==> src/rtl/uart_pkg.sv <==
// UART receiver shared types and defaults.
// Imported by the receiver top level.
package uart_pkg;

  localparam int OVERSAMPLE_DEF = 16;
  localparam int DATA_BITS_DEF  = 8;

  typedef enum logic [1:0] {
    IDLE,
    START,
    DATA,
    STOP
  } rx_state_t;

endpackage

==> src/rtl/sync2.sv <==
// Two-flop synchronizer for an asynchronous input.
// Resets to 1 so an idle-high line does not look like a start bit.
module sync2 (
  input  logic clk,
  input  logic n_rst,
  input  logic d,
  output logic q
);

  logic [1:0] ff_q;
  logic [1:0] ff_d;

  always_comb begin
    ff_d = {ff_q[0], d};
  end

  always_ff @(posedge clk or negedge n_rst) begin
    if (!n_rst) ff_q <= 2'b11;
    else        ff_q <= ff_d;
  end

  assign q = ff_q[1];

endmodule

==> src/rtl/uart_rx.sv <==
// Oversampling UART receiver: start-bit midpoint qualification,
// LSB-first data capture, stop-bit check with valid/frame_err pulses.
module uart_rx
  import uart_pkg::*;
#(
  parameter int OVERSAMPLE = OVERSAMPLE_DEF,
  parameter int DATA_BITS  = DATA_BITS_DEF
) (
  input  logic                 clk,
  input  logic                 n_rst,
  input  logic                 tick,
  input  logic                 rx,
  output logic [DATA_BITS-1:0] data,
  output logic                 valid,
  output logic                 frame_err,
  output logic                 busy
);

  localparam int CW = $clog2(OVERSAMPLE);
  localparam int BW = (DATA_BITS > 1) ? $clog2(DATA_BITS) : 1;

  localparam logic [CW-1:0] CNT_HALF = CW'(OVERSAMPLE / 2 - 1);
  localparam logic [CW-1:0] CNT_LAST = CW'(OVERSAMPLE - 1);
  localparam logic [BW-1:0] BIT_LAST = BW'(DATA_BITS - 1);

  logic rx_s;

  rx_state_t            state_q, state_d;
  logic [CW-1:0]        cnt_q, cnt_d;
  logic [BW-1:0]        bit_idx_q, bit_idx_d;
  logic [DATA_BITS-1:0] shift_q, shift_d;
  logic [DATA_BITS-1:0] data_q, data_d;
  logic                 valid_q, valid_d;
  logic                 frame_err_q, frame_err_d;

  sync2 u_sync (
    .clk   (clk),
    .n_rst (n_rst),
    .d     (rx),
    .q     (rx_s)
  );

  always_comb begin
    state_d     = state_q;
    cnt_d       = cnt_q;
    bit_idx_d   = bit_idx_q;
    shift_d     = shift_q;
    data_d      = data_q;
    valid_d     = 1'b0;
    frame_err_d = 1'b0;
    if (tick) begin
      unique case (state_q)
        IDLE: begin
          if (!rx_s) begin
            state_d = START;
            cnt_d   = '0;
          end
        end
        START: begin
          if (cnt_q == CNT_HALF) begin
            cnt_d     = '0;
            bit_idx_d = '0;
            state_d   = rx_s ? IDLE : DATA;
          end else begin
            cnt_d = cnt_q + 1'b1;
          end
        end
        DATA: begin
          if (cnt_q == CNT_LAST) begin
            cnt_d   = '0;
            shift_d = {rx_s, shift_q[DATA_BITS-1:1]};
            if (bit_idx_q == BIT_LAST) begin
              bit_idx_d = '0;
              state_d   = STOP;
            end else begin
              bit_idx_d = bit_idx_q + 1'b1;
            end
          end else begin
            cnt_d = cnt_q + 1'b1;
          end
        end
        STOP: begin
          if (cnt_q == CNT_LAST) begin
            cnt_d   = '0;
            state_d = IDLE;
            if (rx_s) begin
              data_d  = shift_q;
              valid_d = 1'b1;
            end else begin
              frame_err_d = 1'b1;
            end
          end else begin
            cnt_d = cnt_q + 1'b1;
          end
        end
        default: state_d = IDLE;
      endcase
    end
  end

  always_ff @(posedge clk or negedge n_rst) begin
    if (!n_rst) begin
      state_q     <= IDLE;
      cnt_q       <= '0;
      bit_idx_q   <= '0;
      shift_q     <= '0;
      data_q      <= '0;
      valid_q     <= 1'b0;
      frame_err_q <= 1'b0;
    end else begin
      state_q     <= state_d;
      cnt_q       <= cnt_d;
      bit_idx_q   <= bit_idx_d;
      shift_q     <= shift_d;
      data_q      <= data_d;
      valid_q     <= valid_d;
      frame_err_q <= frame_err_d;
    end
  end

  assign data      = data_q;
  assign valid     = valid_q;
  assign frame_err = frame_err_q;
  assign busy      = (state_q != IDLE);

endmodule
==> config.mk <==
export PLATFORM = sky130hd
export DESIGN_NAME = uart_rx
export DESIGN_NICKNAME = d
export VERILOG_FILES = /design/src/rtl/uart_pkg.sv /design/src/rtl/sync2.sv /design/src/rtl/uart_rx.sv
export SDC_FILE = /design/constraint.sdc
export NUM_CORES = 1
export LEC_CHECK = 0
export BUFFER_PORTS_ARGS = -buffer_cell sky130_fd_sc_hd__buf_2
export CORE_MARGIN = 1.5
export CORE_UTILIZATION = 40
export CTS_BUF_LIST = sky130_fd_sc_hd__clkbuf_8
export DETAILED_ROUTE_END_ITERATION = 10
export GPL_TIMING_DRIVEN = 0
export PLACE_DENSITY = 0.68
export SLEW_MARGIN = 20
export SYNTH_ARGS = -nofsm -noshare
export SYNTH_HDL_FRONTEND = slang
export SYNTH_SLANG_ARGS = --single-unit
==> constraint.sdc <==
create_clock -name clk -period 2.9 [get_ports clk]
set_input_delay 0.145 -clock clk [delete_from_list [all_inputs] [get_ports clk]]
set_output_delay 0.145 -clock clk [all_outputs]
set_load 0.05 [all_outputs]
==> impl_metrics.toml <==
[clock_network]
cts_tree = "yes"
cts.htree.levels = 2
numClockSinks = 29
worst_skew_pair.late_latency_ps = 280
cts_resized = 0
cts_inserted_buffers = 5
clockRootBuffer = "clkbuf_8"
clkTransAtPathRegs_ps = 70
clockBufferDepth = 2

[timing]
worst_pin_slew_ps = 638
finalCritPeriodShare_pct = 63.2
fmax_ghz = 0.546
post-route-min-period_ps = 1830
hold_slack_ps = 286
hold_viol = 0
rsz0062_at_grt = "no"
fin_tns_setup_ps = 0
maxSlewViolCount = 0
setup_viol = 0
clock_skew_ps = 9.88
slew-limit-headroom_pct = 57.5

[detailed_routing]
drt_iter0_drc = 12
ant_nets = 0
vias = 818
vias_per_cell = 4.99
wl_per_cell_um = 13.8
first_pass_iters = 4
drt_wl_total_um = 2260
drc_errors = 0

[setup_path]
critical_path_class = "flop to flop"
startpoint = "cnt_q[0]"
critPathLaunchType = "flop"
r2r-end = "shift_q[6]"
critical_path_arrival_ps = 1990
crit_path_end_kind = "flop"
timing.rr.start = "cnt_q[0]"
cp.required_ps = 3060
r2r_setup_slack_ps = 1070
endpoint = "shift_q[6]"
path_max_fanout = 10
reg2regPathDepth = 5

[layout]
drive_above_1_share_pct = 38.3
fin_nets = 126
syn2layout_area_growth_pct = 20.0
layoutNonFillerInstCount = 164
design_area_um2 = 1570
fillers = 264
n_antenna_cell = 0

[yosys]
ys_warn_count = 0
yosysTopAreaCell = "dfrtp_1"
synthMostInstantiatedCell = "dfrtp_1"
yosysSeqAreaShare_pct = 55.7
postSynth.asyncResetShare_pct = 100
synth-seq-cells = 29
synthTopCellsByCount = "dfrtp_1 (27), mux2_2 (9), mux2_4 (8)"
synthFlopType = "dfrtp_1"
synth_area_leaders = "dfrtp_1 (52%), mux2_4 (9.2%), mux2_2 (7.8%), dfstp_2 (4.0%), ha_1 (2.9%)"
syn-num-nets = 103
synth-edff-count = 0
yosys.area.top_type_share_pct = 51.7
syn-cell-area_um2 = 1310
avgSynthCellArea_um2 = 13.6
synthCells = 96
ys_types = 35

[global_route]
grt_pass1_vias = 799
antenna_found_initial = 0
grt-ovfl-total = 0
grtUsageTotal_pct = 14.6
grt_max_degree = 30
grt_pass1_wl_um = 3820

[die]
die_height_um = 60.1
dieWidth_um = 60.1
core_um2 = 3080
boundaryPins = 15
rows = 20
start_util_pct = 42.4
dieArea_um2 = 3620

[power]
power_density_nw_per_um2 = 768
leakagePower_nw = 0.783
peakVddDrop_mv = 0.410

[flow_run]
maxCapViolCount = 0

[placed_design]
place_area_um2 = 1430
gp_congestion = 0.815
hpwl_um = 1430
place.port_buffers = 14
dp.cells = 154

[min_path]
hold_class = "primary input to flop"

[run_status]
status = "finished clean"
## metrics by stage
stage               setup WS [ps]  power [mW]  util, %
floorplan                    1280       0.708        -
global placement             1150       0.759     46.5
detailed placement           1120       0.776     46.5
CTS                          1060        1.22     50.9
global route                  941        1.27     50.9
finish                       1070        1.20     50.9
## placed cells by master (no fill, tap or decap), types with 2 or more instances in the layout
cell / netlist / routed
nor3b_1: 2 / 2
inv_1: 4 / 5
dlygate4sd3_1: 0 / 2
dfstp_2: 2 / 2
and4_1: 3 / 3
o21ai_0: 2 / 2
ha_1: 3 / 3
mux2_4: 8 / 8
dfrtp_1: 27 / 27
buf_2: 3 / 17
and2_1: 2 / 2
a22o_1: 4 / 4
a21oi_1: 2 / 2
nor2_1: 2 / 2
a31oi_1: 3 / 3
clkbuf_8: 0 / 6
mux2_2: 9 / 9
## flip-flops by register name, indices dropped and copies added, names as in the netlist, named ones only
register	count
data	8
bit_idx_q	3
valid	1
cnt_q	4
frame_err	1
u_sync.ff_q	2
state_q	1
shift_q	8
## area by class of cell
class | count | area (um2) | area share, %
inverter | 4 | 15.0 | 0.958
timing repair buffer | 16 | 90.1 | 5.75
clock buffer | 6 | 82.6 | 5.27
clock inverter | 2 | 33.8 | 2.15
sequential | 29 | 728 | 46.4
tap | 44 | 55.1 | 3.51
buffer | 6 | 37.5 | 2.39
multi-input combinational | 57 | 526 | 33.5
## cells by family after synthesis
kind of cell | count (synthesis) | synth area share (%)
compound gates | 18 | 9.87
xor+xnor | 1 | 0.671
fa+ha+maj | 3 | 2.87
buf+inv | 10 | 4.02
flops | 29 | 55.7
mux | 17 | 17.0
simple gates | 18 | 9.87
## report_power, final
group / leakage [nW] / total, mW / internal, mW / switching [mW]
Clock: 0.0626 / 0.423 / 0.276 / 0.147
Sequential: 0.384 / 0.494 / 0.452 / 0.0420
Combinational: 0.336 / 0.286 / 0.116 / 0.170
## worst max-delay path, cell delays in order (launching register included)
cell and delay [ps]:
dfrtp_1 410, ha_1 320, and4_1 270, nor3b_2 160, buf_4 200, mux2_2 340
## repair_timing
| action | CTS | global route |
|---|---|---|
| setup endpoints to repair | 0 | 0 |
| buffers inserted | 0 | 0 |
| endpoints found under the hold margin | 28 | 0 |
| hold buffers | 2 | 0 |
## per-layer routing
layer | global-route usage, % | vias up | share of wire, %
met5 | 0 | - | 0
met4 | 5.71 | 0 | 0
met3 | 5.19 | 0 | 2.3
met2 | 22.0 | 9 | 50
met1 | 19.1 | 412 | 48
li1 | - | 397 | -
## worst min path at each step
stage                            end  depth (start not counted)   from  slack (ps)
after CTS                   cnt_q[3]                          3   tick         280
after floorplan            async pin                          0  n_rst        -150
after detailed placement    cnt_q[1]                          1  n_rst         200
final                       cnt_q[3]                          3   tick         290
after global placement      cnt_q[1]                          1  n_rst         200
after global routing      state_q[0]                          4   tick         320
No activity file was read; power rests on OpenSTA's default activity.
